[config.mk]
export PLATFORM = sky130hd
export DESIGN_NAME = spi_reg_bank_ctrl
export DESIGN_NICKNAME = d
export VERILOG_FILES = /design/src/rtl/spi_reg_pkg.sv /design/src/rtl/spi_ctrl_sync.sv /design/src/rtl/spi_reg_bank_ctrl.sv
export SDC_FILE = /design/constraint.sdc
export NUM_CORES = 1
export LEC_CHECK = 0
export ABC_AREA = 1
export CORE_MARGIN = 3
export CORE_UTILIZATION = 45
export DETAILED_ROUTE_END_ITERATION = 10
export GPL_ROUTABILITY_DRIVEN = 1
export PLACE_DENSITY = 0.75
export SLEW_MARGIN = 40
export SYNTH_ARGS = -nofsm -noshare
export SYNTH_HDL_FRONTEND = slang
export SYNTH_HIERARCHICAL = 1
export SYNTH_SLANG_ARGS = --single-unit
[constraint.sdc]
create_clock -name clk_i -period 3.4 [get_ports clk_i]
set_input_delay 0.51 -clock clk_i [delete_from_list [all_inputs] [get_ports clk_i]]
set_output_delay 0.51 -clock clk_i [all_outputs]
set_load 0.01 [all_outputs]
[src/rtl/spi_reg_pkg.sv]
// Shared types and defaults for the SPI register-bank controller.
package spi_reg_pkg;

  typedef enum logic [1:0] {
    StIdle,
    StCapture,
    StCommit,
    StClear
  } spi_ctrl_state_t;

  localparam int unsigned DefDataWidth  = 16;
  localparam int unsigned DefNumRegs    = 16;
  localparam int unsigned DefClrTimeout = 64;

  // Register map shared with the motor control core
  localparam int unsigned RegVelSetpoint = 0;
  localparam int unsigned RegVelMeasured = 1;
  localparam int unsigned RegStatus      = 2;

endpackage

[src/rtl/spi_ctrl_sync.sv]
// Two-flop synchronizer for a slow-changing bus crossing from the SPI domain.
module spi_ctrl_sync
  import spi_reg_pkg::*;
#(
  parameter int unsigned Width = 1
) (
  input  logic             clk_i,
  input  logic             rst_ni,
  input  logic [Width-1:0] d_i,
  output logic [Width-1:0] q_o
);

  logic [Width-1:0] meta_q;
  logic [Width-1:0] sync_q;

  always_ff @(posedge clk_i or negedge rst_ni) begin
    if (!rst_ni) begin
      meta_q <= '0;
      sync_q <= '0;
    end else begin
      meta_q <= d_i;
      sync_q <= meta_q;
    end
  end

  assign q_o = sync_q;

endmodule

[src/rtl/spi_reg_bank_ctrl.sv]
// Register-bank controller: sequences SPI new-data handshakes and arbitrates the bank
// between SPI commits and a local write port.
module spi_reg_bank_ctrl
  import spi_reg_pkg::*;
#(
  parameter int unsigned       DataWidth  = DefDataWidth,
  parameter int unsigned       NumRegs    = DefNumRegs,
  parameter int unsigned       AddrW      = $clog2(NumRegs),
  parameter logic [NumRegs-1:0] RoMask    = '0,
  parameter int unsigned       ClrTimeout = DefClrTimeout
) (
  input  logic                 clk_i,
  input  logic                 rst_ni,
  input  logic                 spi_new_data_flag_i,
  output logic                 spi_clear_flag_o,
  input  logic [DataWidth-1:0] spi_address_i,
  input  logic                 spi_write_enable_i,
  input  logic [DataWidth-1:0] spi_data_received_i,
  output logic [DataWidth-1:0] spi_data_to_send_o,
  input  logic                 lcl_wr_req_i,
  input  logic [AddrW-1:0]     lcl_wr_addr_i,
  input  logic [DataWidth-1:0] lcl_wr_data_i,
  output logic                 lcl_wr_ack_o,
  input  logic [AddrW-1:0]     lcl_rd_addr_i,
  output logic [DataWidth-1:0] lcl_rd_data_o,
  output logic                 spi_wr_strobe_o,
  output logic [AddrW-1:0]     spi_wr_addr_o,
  output logic                 clr_timeout_err_o,
  input  logic                 err_clear_i
);

  localparam int unsigned CntW   = $clog2(ClrTimeout + 1);
  localparam int unsigned RangeW = DataWidth - 1;

  spi_ctrl_state_t      state_q, state_d;
  logic [CntW-1:0]      cnt_q, cnt_d;
  logic [DataWidth-1:0] data_q, data_d;
  logic [DataWidth-1:0] addr_q, addr_d;
  logic                 we_q, we_d;
  logic [DataWidth-1:0] dts_q, dts_d;
  logic [AddrW-1:0]     wr_addr_q, wr_addr_d;
  logic                 err_q, err_d;
  logic [DataWidth-1:0] regs_q [NumRegs];
  logic [DataWidth-1:0] regs_d [NumRegs];

  logic [DataWidth:0]   sync_out;
  logic [AddrW-1:0]     idx;
  logic                 in_range, ro_hit, spi_wr_ok, lcl_ok;
  logic [DataWidth-1:0] bypass_word, lcl_rd_word;

  spi_ctrl_sync #(
    .Width(DataWidth + 1)
  ) u_sync (
    .clk_i (clk_i),
    .rst_ni(rst_ni),
    .d_i   ({spi_write_enable_i, spi_address_i}),
    .q_o   (sync_out)
  );

  // MSB of the SPI address word is the slave's R/W command bit, not part of the index
  assign idx      = addr_q[AddrW-1:0];
  assign in_range = addr_q[RangeW-1:0] < RangeW'(NumRegs);

  always_comb begin
    ro_hit = 1'b0;
    for (int i = 0; i < NumRegs; i++) begin
      if (idx == AddrW'(i)) ro_hit = RoMask[i];
    end
  end

  assign spi_wr_ok = (state_q == StCommit) && we_q && in_range && !ro_hit;
  assign lcl_ok    = lcl_wr_req_i && !(spi_wr_ok && (lcl_wr_addr_i == idx));

  always_comb begin
    for (int i = 0; i < NumRegs; i++) begin
      regs_d[i] = regs_q[i];
      if (spi_wr_ok && idx == AddrW'(i)) begin
        regs_d[i] = data_q;
      end else if (lcl_ok && lcl_wr_addr_i == AddrW'(i)) begin
        regs_d[i] = lcl_wr_data_i;
      end
    end
  end

  // Preload reads the post-write bank so same-cycle commits are visible to the master
  always_comb begin
    bypass_word = '0;
    lcl_rd_word = '0;
    for (int i = 0; i < NumRegs; i++) begin
      if (idx == AddrW'(i))           bypass_word = regs_d[i];
      if (lcl_rd_addr_i == AddrW'(i)) lcl_rd_word = regs_q[i];
    end
  end

  always_comb begin
    state_d   = state_q;
    cnt_d     = cnt_q;
    data_d    = data_q;
    addr_d    = addr_q;
    we_d      = we_q;
    dts_d     = dts_q;
    wr_addr_d = wr_addr_q;
    err_d     = err_clear_i ? 1'b0 : err_q;
    unique case (state_q)
      StIdle: begin
        if (spi_new_data_flag_i) state_d = StCapture;
      end
      StCapture: begin
        data_d  = spi_data_received_i;
        addr_d  = sync_out[DataWidth-1:0];
        we_d    = sync_out[DataWidth];
        state_d = StCommit;
      end
      StCommit: begin
        dts_d = in_range ? bypass_word : '0;
        if (spi_wr_ok) wr_addr_d = idx;
        cnt_d   = '0;
        state_d = StClear;
      end
      StClear: begin
        if (!spi_new_data_flag_i) begin
          cnt_d   = '0;
          state_d = StIdle;
        end else if (cnt_q == CntW'(ClrTimeout - 1)) begin
          err_d   = 1'b1;
          cnt_d   = '0;
          state_d = StIdle;
        end else begin
          cnt_d = cnt_q + 1'b1;
        end
      end
      default: state_d = StIdle;
    endcase
  end

  always_ff @(posedge clk_i or negedge rst_ni) begin
    if (!rst_ni) begin
      state_q   <= StIdle;
      cnt_q     <= '0;
      data_q    <= '0;
      addr_q    <= '0;
      we_q      <= 1'b0;
      dts_q     <= '0;
      wr_addr_q <= '0;
      err_q     <= 1'b0;
      for (int i = 0; i < NumRegs; i++) regs_q[i] <= '0;
    end else begin
      state_q   <= state_d;
      cnt_q     <= cnt_d;
      data_q    <= data_d;
      addr_q    <= addr_d;
      we_q      <= we_d;
      dts_q     <= dts_d;
      wr_addr_q <= wr_addr_d;
      err_q     <= err_d;
      for (int i = 0; i < NumRegs; i++) regs_q[i] <= regs_d[i];
    end
  end

  assign spi_clear_flag_o   = (state_q == StClear) && spi_new_data_flag_i;
  assign spi_data_to_send_o = dts_q;
  assign lcl_wr_ack_o       = lcl_ok;
  assign lcl_rd_data_o      = lcl_rd_word;
  assign spi_wr_strobe_o    = spi_wr_ok;
  assign spi_wr_addr_o      = wr_addr_q;
  assign clr_timeout_err_o  = err_q;

endmodule

Yosys cells after proc, flatten, opt, wreduce, memory -nomap -nowiden
Index checks and enable logic that the tools add are counted.

Flip-flop bits (word level): 352. Latch bits: 0. RAM bits: 0. ROM bits: 0. Output and inout bits: 40. Logic and storage cells: 201. Memories: 0.

Add/sub/neg operators: 1. Multiply operators: 0. Div/mod/pow operators: 0. Magnitude comparators: 1. Eq/ne operators: 52. Shift-type cells: 0. Muxes and demuxes: 76. Bitwise gates (word level): 0. Reduce and logical (&&, ||, !) cells: 45.

Operators with widths (count): $mux 16 (65); $eq 4x4->1 const B (24); $eq 4x3->1 const B (12); $logic_and 1x1->1 (37); $eq 4x2->1 const B (6); $lt 15x5->1 const B (1); $mux 7 (2); $pmux 7 s2 (1); $eq 4x1->1 const B (3); $logic_not 4->1 (3); $pmux 2 s4 (1); $add 7x1->7 const B (1); $eq 7x6->1 const B (1); $mux 2 (3); $eq 2x2->1 const B (2); $eq 4x4->1 (1); $mux 1 (4); $reduce_and 2->1 (2); $ne 3x3->1 const B (1); $eq 2x1->1 const B (1); $logic_not 2->1 (1); $ne 2x2->1 const B (1); $reduce_bool 2->1 (1); $logic_not 1->1 (1).

Longest topological paths before layout
Depth in word-level cells: 26. Mapped depth: 24. Mapped depth without buffers: 23.

Modules after synthesis
The synthesis kept the hierarchy.

Modules (own cells, without submodules): spi_reg_bank_ctrl (instances 1, cells an instance 2699, area an instance 19169.6 um^2, seq. area each 7957.6 um^2); spi_ctrl_sync (instances 1, cells an instance 34, area an instance 850.8 um^2, seq. area each 850.8 um^2).

Least setup slack after synthesis
OpenSTA, ideal clock, no wires.

Kind: input to output. From: input port lcl_rd_addr_i[3]. To: output port lcl_rd_data_o[2]. Arrival: 2.235 ns. Required time: 2.890 ns. Slack: 0.655 ns. Stages on the path: 13. Path buffers: 0. Cell sequence: nor2_1 > inv_1 > nor2_1 > inv_1 > o211ai_1 > a21oi_1 > o211ai_1 > a21oi_1 > o211ai_1 > o21ai_0 > nand4_1 > o21ai_0 > nand4_1.

Cells in the longest elaborated chain, start to end: 17. Elaborated cells on any way between the ends: 32. Those cells by class: eq/ne (15); mux (16); reduce/logical (1).

Ends and longest elaborated chain: from (decl) (line spi_reg_bank_ctrl.sv:24) `input logic [AddrW-1:0] lcl_rd_addr_i,`; $logic_not 4->1 (line spi_reg_bank_ctrl.sv:91) `if (lcl_rd_addr_i == AddrW'(i)) lcl_rd_word = regs_q[i];`; $mux 16 (15 in series) (line spi_reg_bank_ctrl.sv:91); $mux 16 * (line spi_reg_bank_ctrl.sv:91); to (decl) (line spi_reg_bank_ctrl.sv:25) `output logic [DataWidth-1:0] lcl_rd_data_o,`.

Mark *: on every way between the ends. The rest lies on a longest branch, timed or not.

Final worst setup path
From: input port lcl_rd_addr_i[2]. To: output port lcl_rd_data_o[10].

Same word-level chain as after synthesis.

==> impl_metrics.tcl <==
set metrics [dict create \
    synthCells 2731 \
    power.leakage_nw 11.22 \
    ant_nets 0 \
    numCtsBuffers 40 \
    powerDensity_mw_per_mm2 631.9 \
    fin_ws_ps 106.1 \
    io_pins 102 \
    crit_fanout 7 \
    viasPerCell 5.781 \
    critical-path-slowest-cell "dlygate4sd2_1" \
    hold_path_class "flip-flop to flip-flop" \
    syn_nets 2798 \
    grt_max_degree 103 \
    max_stage_delay_ps 320 \
    min_period_ps 3294 \
    cts_tree "done" \
    fillers 3975 \
    crit_arrival_ps 2780 \
    initial_core_util_pct 45.95 \
    slew-limit-headroom_pct 48.39 \
    drtIter0Drc 1838 \
    critPathRequiredTime_ps 2890 \
    cap_violations 0 \
    h-tree-depth 2 \
    finalHoldViolCount 0 \
    grt_use_total_pct 29.26 \
    die_area_sq_mm 0.04694 \
    syn_avg_cell_area_sq_um 7.312 \
    crit_path_end_kind "output port" \
    max_freq_mhz 303.6 \
    crit_path_cell_trace "dlygate4sd2_1 > nor2_4 > buf_4 > buf_4 > nand3_1 > nand2_1 > a21oi_1 > o211ai_1 > nor2_1 > o211ai_1 > a21oi_2 > nand4_1 > nor2_1 > o2111ai_1 > dlygate4sd2_1" \
    rsz0062_at_grt "false" \
    antenna_found_initial 2 \
    route.detailed.drc 0 \
    path_delay_family "buffers and inverters" \
    num_vias 20310 \
    cts-root-buf "clkbuf_16" \
    cts_buffer_depth 3 \
    design.core.area_sq_mm 0.04346 \
    grt_overflow 0 \
    wl_per_cell_microns 19.80 \
    tightest_slew_ps 773.3 \
    area_growth_syn_to_layout_pct 21.28 \
    firstDrtPassIters 5 \
    grt_pass1_vias 20020 \
    dpl_worst_slack_ps -734.6 \
    drive_above_1_share_pct 13.15 \
    gp_congestion 0.9394 \
    die_w_microns 216.7 \
    cp-start-kind "input pin" \
    yosysWarningCount 6 \
    clock_latency_ps 580 \
    dpl_cell_area_sq_mm 0.02275 \
    dp_hpwl_microns 51620 \
    design_area_sq_mm 0.02422 \
    final_max_slew_viol_count 0 \
    setup_viol 0 \
    rows 76 \
    grt_pass1_wl_microns 110000 \
    cp_num_buf_inv 4 \
    finalCritPeriodShare_pct 96.88 \
    final_nets 2967 \
    clk_pin_slew_ps 60 \
    syn_area_sq_mm 0.01997 \
    max-vdd-ir-drop_uv 453.9 \
    cts.sinks 350 \
    status "finished clean" \
    io_buffers 100 \
    routed_wl_microns 69580 \
    crit_type "input pin to output port" \
    die_h_microns 216.7 \
    fin_skew_ps 16.25 \
]
[final timing paths]
kind / startpoint / to / slack (ps) / cells after the start
worst max-delay path: lcl_rd_addr_i[2] / lcl_rd_data_o[10] / 110 / 15
max in group asynchronous: rst_ni / regs_q[8] / 1910 / 3
worst min-delay path: u_sync/meta_q[2] / u_sync/q_o[2] / 350 / 0
min in group asynchronous: rst_ni / regs_q[208] / 510 / 2
worst min register to register: u_sync/meta_q[2] / u_sync/q_o[2] / 350 / 0
worst max register to register: addr_q[8] / spi_data_to_send_o[6] / 170 / 22
[metal layers]
metal	GRT usage, %	vias up	wire length, microns
met4	12.93	0	2926
met3	4.823	198	6174
met2	47.72	1114	32130
met1	38.50	9556	28350
met5	0	-	0
li1	-	9445	-
[cells in the final DEF (no fill, tap or decap), drive strengths merged, types with 5 or more instances in the layout]
| master | n |
|---|---|
| clkbuf | 62 |
| and2 | 41 |
| nor2 | 197 |
| or2 | 21 |
| dlygate4sd2 | 11 |
| o21a | 22 |
| o211ai | 63 |
| nand3 | 195 |
| ha | 5 |
| nand4 | 102 |
| a21oi | 57 |
| nand2 | 766 |
| a21boi | 10 |
| o21ai | 342 |
| clkinv | 19 |
| nor3 | 18 |
| dfrtp | 350 |
| buf | 210 |
| o22ai | 90 |
| clkdlybuf4s50 | 79 |
| inv | 226 |
| mux2 | 7 |
| o2111ai | 12 |
[state kept, by name (all words and copies together), names as in the netlist]
register,count
cnt_q,7
regs_q,256
spi_wr_addr_o,4
we_q,1
spi_data_to_send_o,16
data_q,16
u_sync/q_o,16
state_q,2
clr_timeout_err_o,1
addr_q,15
u_sync/meta_q,16
[final cells by class]
| type | instances | area (sq um) | share of cell area [%] |
|---|---|---|---|
| clock inverter | 12 | 130.1 | 0.5373 |
| multi-input combinational | 1962 | 9686 | 39.99 |
| antenna | 2 | 5.005 | 0.02066 |
| tap | 585 | 732.0 | 3.022 |
| sequential | 350 | 8758 | 36.16 |
| inverter | 237 | 890.9 | 3.678 |
| clock buffer | 57 | 1165 | 4.810 |
| timing repair buffer | 309 | 2853 | 11.78 |
[metrics by stage]
step	hold WS [ps]	cells	util, %	setup TNS, ps	power [mW]
after floorplan	214.4	2731	-	0	8.729
after global placement	334.0	3437	52.32	-10580	10.59
after detailed placement	334.7	3437	52.34	-11730	10.78
after CTS	348.0	3510	55.55	0	15.15
after global routing	354.5	3514	55.73	0	16.13
final	345.6	3514	55.73	0	15.30
[power breakdown]
part / total, mW / switching, mW / internal, mW / leakage (nW)
sequential: 5.66 / 0.596 / 5.07 / 4.09
clock: 4.36 / 1.83 / 2.53 / 0.637
combinational: 5.28 / 3.56 / 1.71 / 6.49
[what timing repair did]
item | 4_1_cts | 5_1_grt
buffers inserted | 3 | 2
hold endpoints to repair | 59 | 0
hold buffers | 1 | 0
pin swaps | 8 | 7
endpoints found under the setup margin | 17 | 33
resized for setup | 58 | 35
Power figures use the tool's default switching activity.
